===== config.mk =====
export PLATFORM = sky130hd
export DESIGN_NAME = pc_fetch_reg
export DESIGN_NICKNAME = d
export VERILOG_FILES = /design/src/rtl/klp32_pkg.sv /design/src/rtl/pc_adder.sv /design/src/rtl/pc_fetch_reg.sv
export SDC_FILE = /design/constraint.sdc
export NUM_CORES = 1
export LEC_CHECK = 0
export CAP_MARGIN = 20
export CORE_MARGIN = 3
export CORE_UTILIZATION = 34
export DETAILED_ROUTE_END_ITERATION = 8
export PLACE_DENSITY = 0.77
export SLEW_MARGIN = 20
export SYNTH_ARGS = -nofsm -noshare
export SYNTH_HDL_FRONTEND = slang
export SYNTH_SLANG_ARGS = --single-unit

===== constraint.sdc =====
create_clock -name clk -period 1.85 [get_ports clk]
set_clock_uncertainty 0.2 [all_clocks]
set_input_delay 0.2775 -clock clk [delete_from_list [all_inputs] [get_ports clk]]
set_output_delay 0.2775 -clock clk [all_outputs]
set_load 0.005 [all_outputs]

===== src/rtl/klp32_pkg.sv =====
// klp32_pkg: shared definitions for the klp32 fetch front end.
//   DEFAULT_XLEN          default datapath / address width
//   DEFAULT_RESET_VECTOR  default PC loaded by reset
//   DEFAULT_TRAP_VECTOR   default redirect target for a misaligned next PC
//   INSTR_NOP             canonical NOP (addi x0, x0, 0)
//   fetch_state_t         fetch sequencer states
//   is_misaligned()       true when an address is not word aligned
package klp32_pkg;

  localparam int unsigned DEFAULT_XLEN         = 32;
  localparam logic [31:0] DEFAULT_RESET_VECTOR = 32'h0000_0000;
  localparam logic [31:0] DEFAULT_TRAP_VECTOR  = 32'h0000_0100;
  localparam logic [31:0] INSTR_NOP            = 32'h0000_0013;

  typedef enum logic [1:0] {
    BOOT  = 2'd0,
    FETCH = 2'd1,
    VALID = 2'd2
  } fetch_state_t;

  function automatic logic is_misaligned(input logic [1:0] low_bits);
    return low_bits != 2'b00;
  endfunction

endpackage


===== src/rtl/pc_adder.sv =====
// pc_adder: combinational PC + 4, modulo 2^XLEN (all-ones-minus-3 wraps to 0).
// Shared between the fetch sequencer and the branch unit.
//   pc        in   XLEN  current program counter
//   pc_plus4  out  XLEN  pc + 4
module pc_adder
  import klp32_pkg::*;
#(
  parameter int unsigned XLEN = DEFAULT_XLEN
) (
  input  logic [XLEN-1:0] pc,
  output logic [XLEN-1:0] pc_plus4
);

  localparam logic [XLEN-1:0] PC_STEP = XLEN'(4);

  always_comb begin
    pc_plus4 = pc + PC_STEP;
  end

endmodule


===== src/rtl/pc_fetch_reg.sv =====
// pc_fetch_reg: architectural PC register and instruction-fetch sequencer.
// Issues one imem fetch per instruction, holds the fetched word for decode
// behind a valid/ready handshake, and advances the PC only on accept.
//
// Build option: define MISALIGN_TRAP_EN to redirect a misaligned next_pc to
// TRAP_VECTOR and expose the misalign_trap pulse; otherwise the two low bits
// of next_pc are cleared and the port does not exist.
//
//   clk            in   1     rising-edge clock
//   rst            in   1     asynchronous, active-high reset
//   next_pc        in   XLEN  next PC from pc_select_mux
//   stall          in   1     hazard hold; blocks PC advance
//   imem_req       out  1     fetch request, held until imem_ack
//   imem_addr      out  XLEN  fetch address (= pc)
//   imem_ack       in   1     imem_rdata valid this cycle
//   imem_rdata     in   32    fetched instruction word
//   instr          out  32    registered instruction to decode
//   instr_valid    out  1     instr holds a valid fetched word
//   instr_ready    in   1     decode accepts instr
//   pc             out  XLEN  PC of the instruction in instr
//   pc_plus4       out  XLEN  pc + 4, drives pc_select_mux pc_in
//   misalign_trap  out  1     one-cycle pulse (MISALIGN_TRAP_EN only)
module pc_fetch_reg
  import klp32_pkg::*;
#(
  parameter int unsigned     XLEN         = DEFAULT_XLEN,
  parameter logic [XLEN-1:0] RESET_VECTOR = XLEN'(DEFAULT_RESET_VECTOR),
  parameter logic [XLEN-1:0] TRAP_VECTOR  = XLEN'(DEFAULT_TRAP_VECTOR)
) (
  input  logic            clk,
  input  logic            rst,
  input  logic [XLEN-1:0] next_pc,
  input  logic            stall,
  output logic            imem_req,
  output logic [XLEN-1:0] imem_addr,
  input  logic            imem_ack,
  input  logic [31:0]     imem_rdata,
  output logic [31:0]     instr,
  output logic            instr_valid,
  input  logic            instr_ready,
  output logic [XLEN-1:0] pc,
`ifdef MISALIGN_TRAP_EN
  output logic            misalign_trap,
`endif
  output logic [XLEN-1:0] pc_plus4
);

  fetch_state_t    state;
  fetch_state_t    state_nxt;
  logic            fetch_done;
  logic            accept;
  logic [XLEN-1:0] pc_target;

  // ---------------------------------------------------------------------------
  // FSM state register
  // ---------------------------------------------------------------------------
  always_ff @(posedge clk or posedge rst) begin
    if (rst) begin
      state <= BOOT;
    end else begin
      state <= state_nxt;
    end
  end

  // ---------------------------------------------------------------------------
  // FSM next-state logic
  // ---------------------------------------------------------------------------
  always_comb begin
    state_nxt = state;
    unique case (state)
      BOOT:    state_nxt = FETCH;
      FETCH:   if (imem_ack) state_nxt = VALID;
      VALID:   if (instr_ready && !stall) state_nxt = FETCH;
      default: state_nxt = BOOT;
    endcase
  end

  // ---------------------------------------------------------------------------
  // FSM outputs and handshake qualifiers
  // ---------------------------------------------------------------------------
  // instr_valid is decoded from VALID rather than stored separately: the state
  // encodes exactly the same information, so the two can never disagree.
  always_comb begin
    imem_req    = 1'b0;
    instr_valid = 1'b0;
    fetch_done  = 1'b0;
    accept      = 1'b0;
    unique case (state)
      FETCH: begin
        imem_req   = 1'b1;
        fetch_done = imem_ack;
      end
      VALID: begin
        instr_valid = 1'b1;
        accept      = instr_ready && !stall;
      end
      default: ;
    endcase
  end

  assign imem_addr = pc;

  // ---------------------------------------------------------------------------
  // Redirect target selection
  // ---------------------------------------------------------------------------
`ifdef MISALIGN_TRAP_EN
  logic trap_hit;

  always_comb begin
    trap_hit  = is_misaligned(next_pc[1:0]);
    pc_target = trap_hit ? TRAP_VECTOR : next_pc;
  end
`else
  // TRAP_VECTOR and the low next_pc bits have no function in this build.
  logic unused_trap_cfg;
  assign unused_trap_cfg = ^{TRAP_VECTOR, next_pc[1:0]};

  always_comb begin
    pc_target = {next_pc[XLEN-1:2], 2'b00};
  end
`endif

  // ---------------------------------------------------------------------------
  // PC and instruction registers
  // ---------------------------------------------------------------------------
  always_ff @(posedge clk or posedge rst) begin
    if (rst) begin
      pc    <= RESET_VECTOR;
      instr <= INSTR_NOP;
    end else begin
      if (fetch_done) begin
        instr <= imem_rdata;
      end
      if (accept) begin
        pc <= pc_target;
      end
    end
  end

`ifdef MISALIGN_TRAP_EN
  // Registered so it is high only in the cycle that follows the redirect.
  always_ff @(posedge clk or posedge rst) begin
    if (rst) begin
      misalign_trap <= 1'b0;
    end else begin
      misalign_trap <= accept && trap_hit;
    end
  end
`endif

  // ---------------------------------------------------------------------------
  // Sequential PC increment
  // ---------------------------------------------------------------------------
  pc_adder #(
    .XLEN (XLEN)
  ) u_pc_adder (
    .pc       (pc),
    .pc_plus4 (pc_plus4)
  );

endmodule


==> results.md <==
- Run status: complete, but fails checks
- Failing checks: setup timing
- Dominant cell type by area after synthesis: dfrtp_1
- Full die area: 11000 um2
- WHS: 0.170 ns
- Setup WS post-layout: -0.591 ns
- Routed vias: 3070
- Synth warnings: 0
- Maximum vdd drop: 0.832 mV
- Final instance area: 6520 um2
- Primary FF master, synth: dfrtp_1
- Pleak: 3.21 nW
- Sequential area share after synthesis: 0.481
- Initial antenna violation count: 0
- Cell Chain, Critical Path: buf_6 -> and3_4 -> nand4_4 -> buf_12 -> buf_6 -> nor4_4 -> xor2_1 -> buf_2
- Hold WC Path Type: input pin to asynchronous set/reset pin
- Async SR Flop Fraction: 1.00
- FMAX: 0.410 GHz
- DRT Pass-1 Iters: 5
- Final Util: 0.696
- Number of synthesized flops with an enable pin: 0
- WL per Instance: 16.5 um
- Largest stage delay on the critical path: 0.41 ns
- Number of diodes: 0
- Seq pwr share: 0.265
- CP max stage cell: dfrtp_1
- Final min period: 2.44 ns
- Max cap viols: 0
- Tot Pwr: 9.74 mW
- CP most frequent cell: buf_6
- Final net count: 603
- Crit start category: register
- Number of routed nets with antenna violations: 0
- RSZ-0062 raised after global routing: yes
- Largest fanout on the critical path: 5
- Synth cell types: 34
- Worst-path clk slew: 0.08 ns
- Layout fillers: 679
- Cell depth of the worst flop-to-flop path: 5
- Power Dens Cells: 1490 nW/um2
- Post-Place Worst Slack: -0.593 ns
- # IOs: 199
- Mapped cell area: 3340 um2
- Final Setup Violations: 30
- Cell count after synthesis: 273
- Most frequent cell after synthesis: dfrtp_1
- WP data required: 1.37 ns
- Final instance count without filler cells: 667
- Initial Util: 0.356
- Largest net degree at the start of global routing: 65
- DP Cell Count: 600
- CTS sink count: 64
- All-Layer GR Usage: 0.194
- Total CTS buffers: 9
- Syn avg cell area: 12.2 um2
- Final Slew Violations: 0
- Clock power frac: 0.140
- P_int: 6.53 mW
- Clock Path Buffers: 2
- Worst R2R End: imem_addr[23]
- TritonCTS clock tree: done
- Die boundary height: 105 um
- Number of DRC markers after the initial detailed-route iteration: 44
- R2r setup slk: 0.08 ns
- GP Congestion: 0.786
- # DRC: 0
- Switching part of the total: 0.330
- Core area: 9370 um2
- TNS Setup: -11.11 ns
- Number of global-route vias before repair: 3376
- Final Hold Viols: 0
- Synth top area share: 0.457
- Detailed Place HPWL: 7470 um
- Reg-to-Reg Start: state[0]
- Port-buffer cells: 190
- Die Wd: 105 um
- Layout cells sized above 1: 0.457
- Post-DP Area: 5520 um2
- Synth top area cells: dfrtp_1 46%, mux2_2 19%, buf_4 8.5%
- Global-route wire length before repair: 17200 um
- Combinational share of power: 0.595
- Critical path class: register to output port
- CP Capture Type: output port
- Flops & latches, synth: 64
- Congestion Overflow GR: 0
- Row cnt: 35
- Clk_lat worst skew: 0.33 ns
- Routed wire length: 11000 um
- Routed vias/inst: 4.60
- Critical path arrival: 1.96 ns
- Sw Pwr: 3.21 mW
- Final period util: 1.32
- Synth-to-Final Area Change: 95.5%
- CTS HTree Levels: 3
- Root Driver: clkbuf_8
- Most frequent cells after synthesis: 61 x dfrtp_1, 56 x mux2_2, 38 x buf_4, 19 x xor2_1, 15 x nand2_1
[flip-flops by register name, indices dropped and copies added (netlist names)]
name       flops
imem_addr     30
instr         32
state          2
[final cells by class]
| class | instances | area, um2 | share of cell area |
|---|---|---|---|
| well taps | 129 | 161 | 0.0247 |
| flip-flops and latches | 64 | 1610 | 0.246 |
| clock buffers | 9 | 124 | 0.0190 |
| repair buffers | 288 | 2760 | 0.423 |
| inverters | 7 | 30.0 | 0.00460 |
| multi-input cells | 163 | 1740 | 0.266 |
| clock inverters | 7 | 103 | 0.0157 |
[layer usage]
layer / global-route usage / routed length [um]
met1: 0.204 / 4160
met2: 0.353 / 5660
met3: 0.0865 / 1090
met4: 0.0506 / 105
met5: 0 / 0
[worst max path at each step]
| stage | start | end | slack (ns) | cells past startpoint |
|---|---|---|---|---|
| 2_1_floorplan | imem_addr[5] | pc_plus4[28] | -0.01 | 5 |
| 3_3_place_gp | imem_addr[3] | pc_plus4[20] | -0.53 | 7 |
| 3_5_place_dp | imem_addr[3] | pc_plus4[30] | -0.59 | 7 |
| 4_1_cts | imem_addr[2] | pc_plus4[26] | -0.56 | 7 |
| 5_1_grt | imem_addr[3] | pc_plus4[29] | -0.68 | 8 |
| 6_report | imem_addr[2] | pc_plus4[27] | -0.59 | 8 |
[power by group through the flow]
stage	registers (mW)	logic, mW	clock network (mW)
2_1_floorplan	2.85	1.83	0
3_3_place_gp	2.52	5.54	0
3_5_place_dp	2.57	5.64	0
4_1_cts	2.56	5.59	1.40
5_1_grt	2.68	6.22	1.47
6_report	2.58	5.79	1.36
[worst max-delay path, delay by kind of cell (launching register included)]
| kind | cells | cell delay [ns] |
|---|---|---|
| buffers and inverters | 4 | 0.53 |
| xor gates and xnor gates | 1 | 0.21 |
| and+or+nand+nor | 3 | 0.47 |
| DFF | 1 | 0.41 |
[layout by cell type, fill, tap and decap left out, types with 2 or more instances in the layout]
master / Yosys / routed
and4_4: 0 / 3
bufinv_16: 0 / 2
clkinv_4: 0 / 2
nand3_4: 1 / 5
dlygate4sd2_1: 0 / 31
nor4_4: 2 / 7
buf_8: 0 / 2
xnor2_2: 0 / 2
and3_4: 0 / 2
buf_12: 0 / 7
buf_6: 1 / 28
dfrtp_1: 61 / 60
inv_6: 0 / 2
xnor2_1: 9 / 7
o21ai_0: 6 / 5
nor3b_4: 1 / 2
mux2_2: 56 / 55
clkbuf_8: 0 / 9
buf_4: 38 / 57
nor3_4: 0 / 11
buf_2: 4 / 28
nand3_1: 10 / 6
clkbuf_16: 0 / 2
dlymetal6s2s_1: 0 / 10
xor2_1: 19 / 19
clkinvlp_4: 0 / 2
inv_1: 7 / 6
nand3_2: 2 / 2
conb_1: 1 / 6
clkdlybuf4s50_1: 0 / 120
nand2_1: 15 / 14
dfstp_2: 3 / 3
buf_16: 0 / 2
nor2_4: 0 / 3
[repair_timing]
action,in CTS,in global routing
buffers inserted,32,19
gates cloned,2,2
pin swaps,42,17
hold buffers,0,0
gates resized for setup,218,36
setup endpoints to repair,54,72
[cells by family (layout without fill, tap and decap cells)]
group | Yosys count | after routing | share of synthesized area
buf+inv | 51 | 311 | 0.104
mux | 57 | 57 | 0.192
fa+ha+maj | 1 | 1 | 0.00375
other cells | 1 | 6 | 0.00112
compound gates | 7 | 7 | 0.0112
simple gates | 64 | 64 | 0.133
xor+xnor | 28 | 28 | 0.0735
flops | 64 | 64 | 0.481
(Power assumes the default switching activity.)
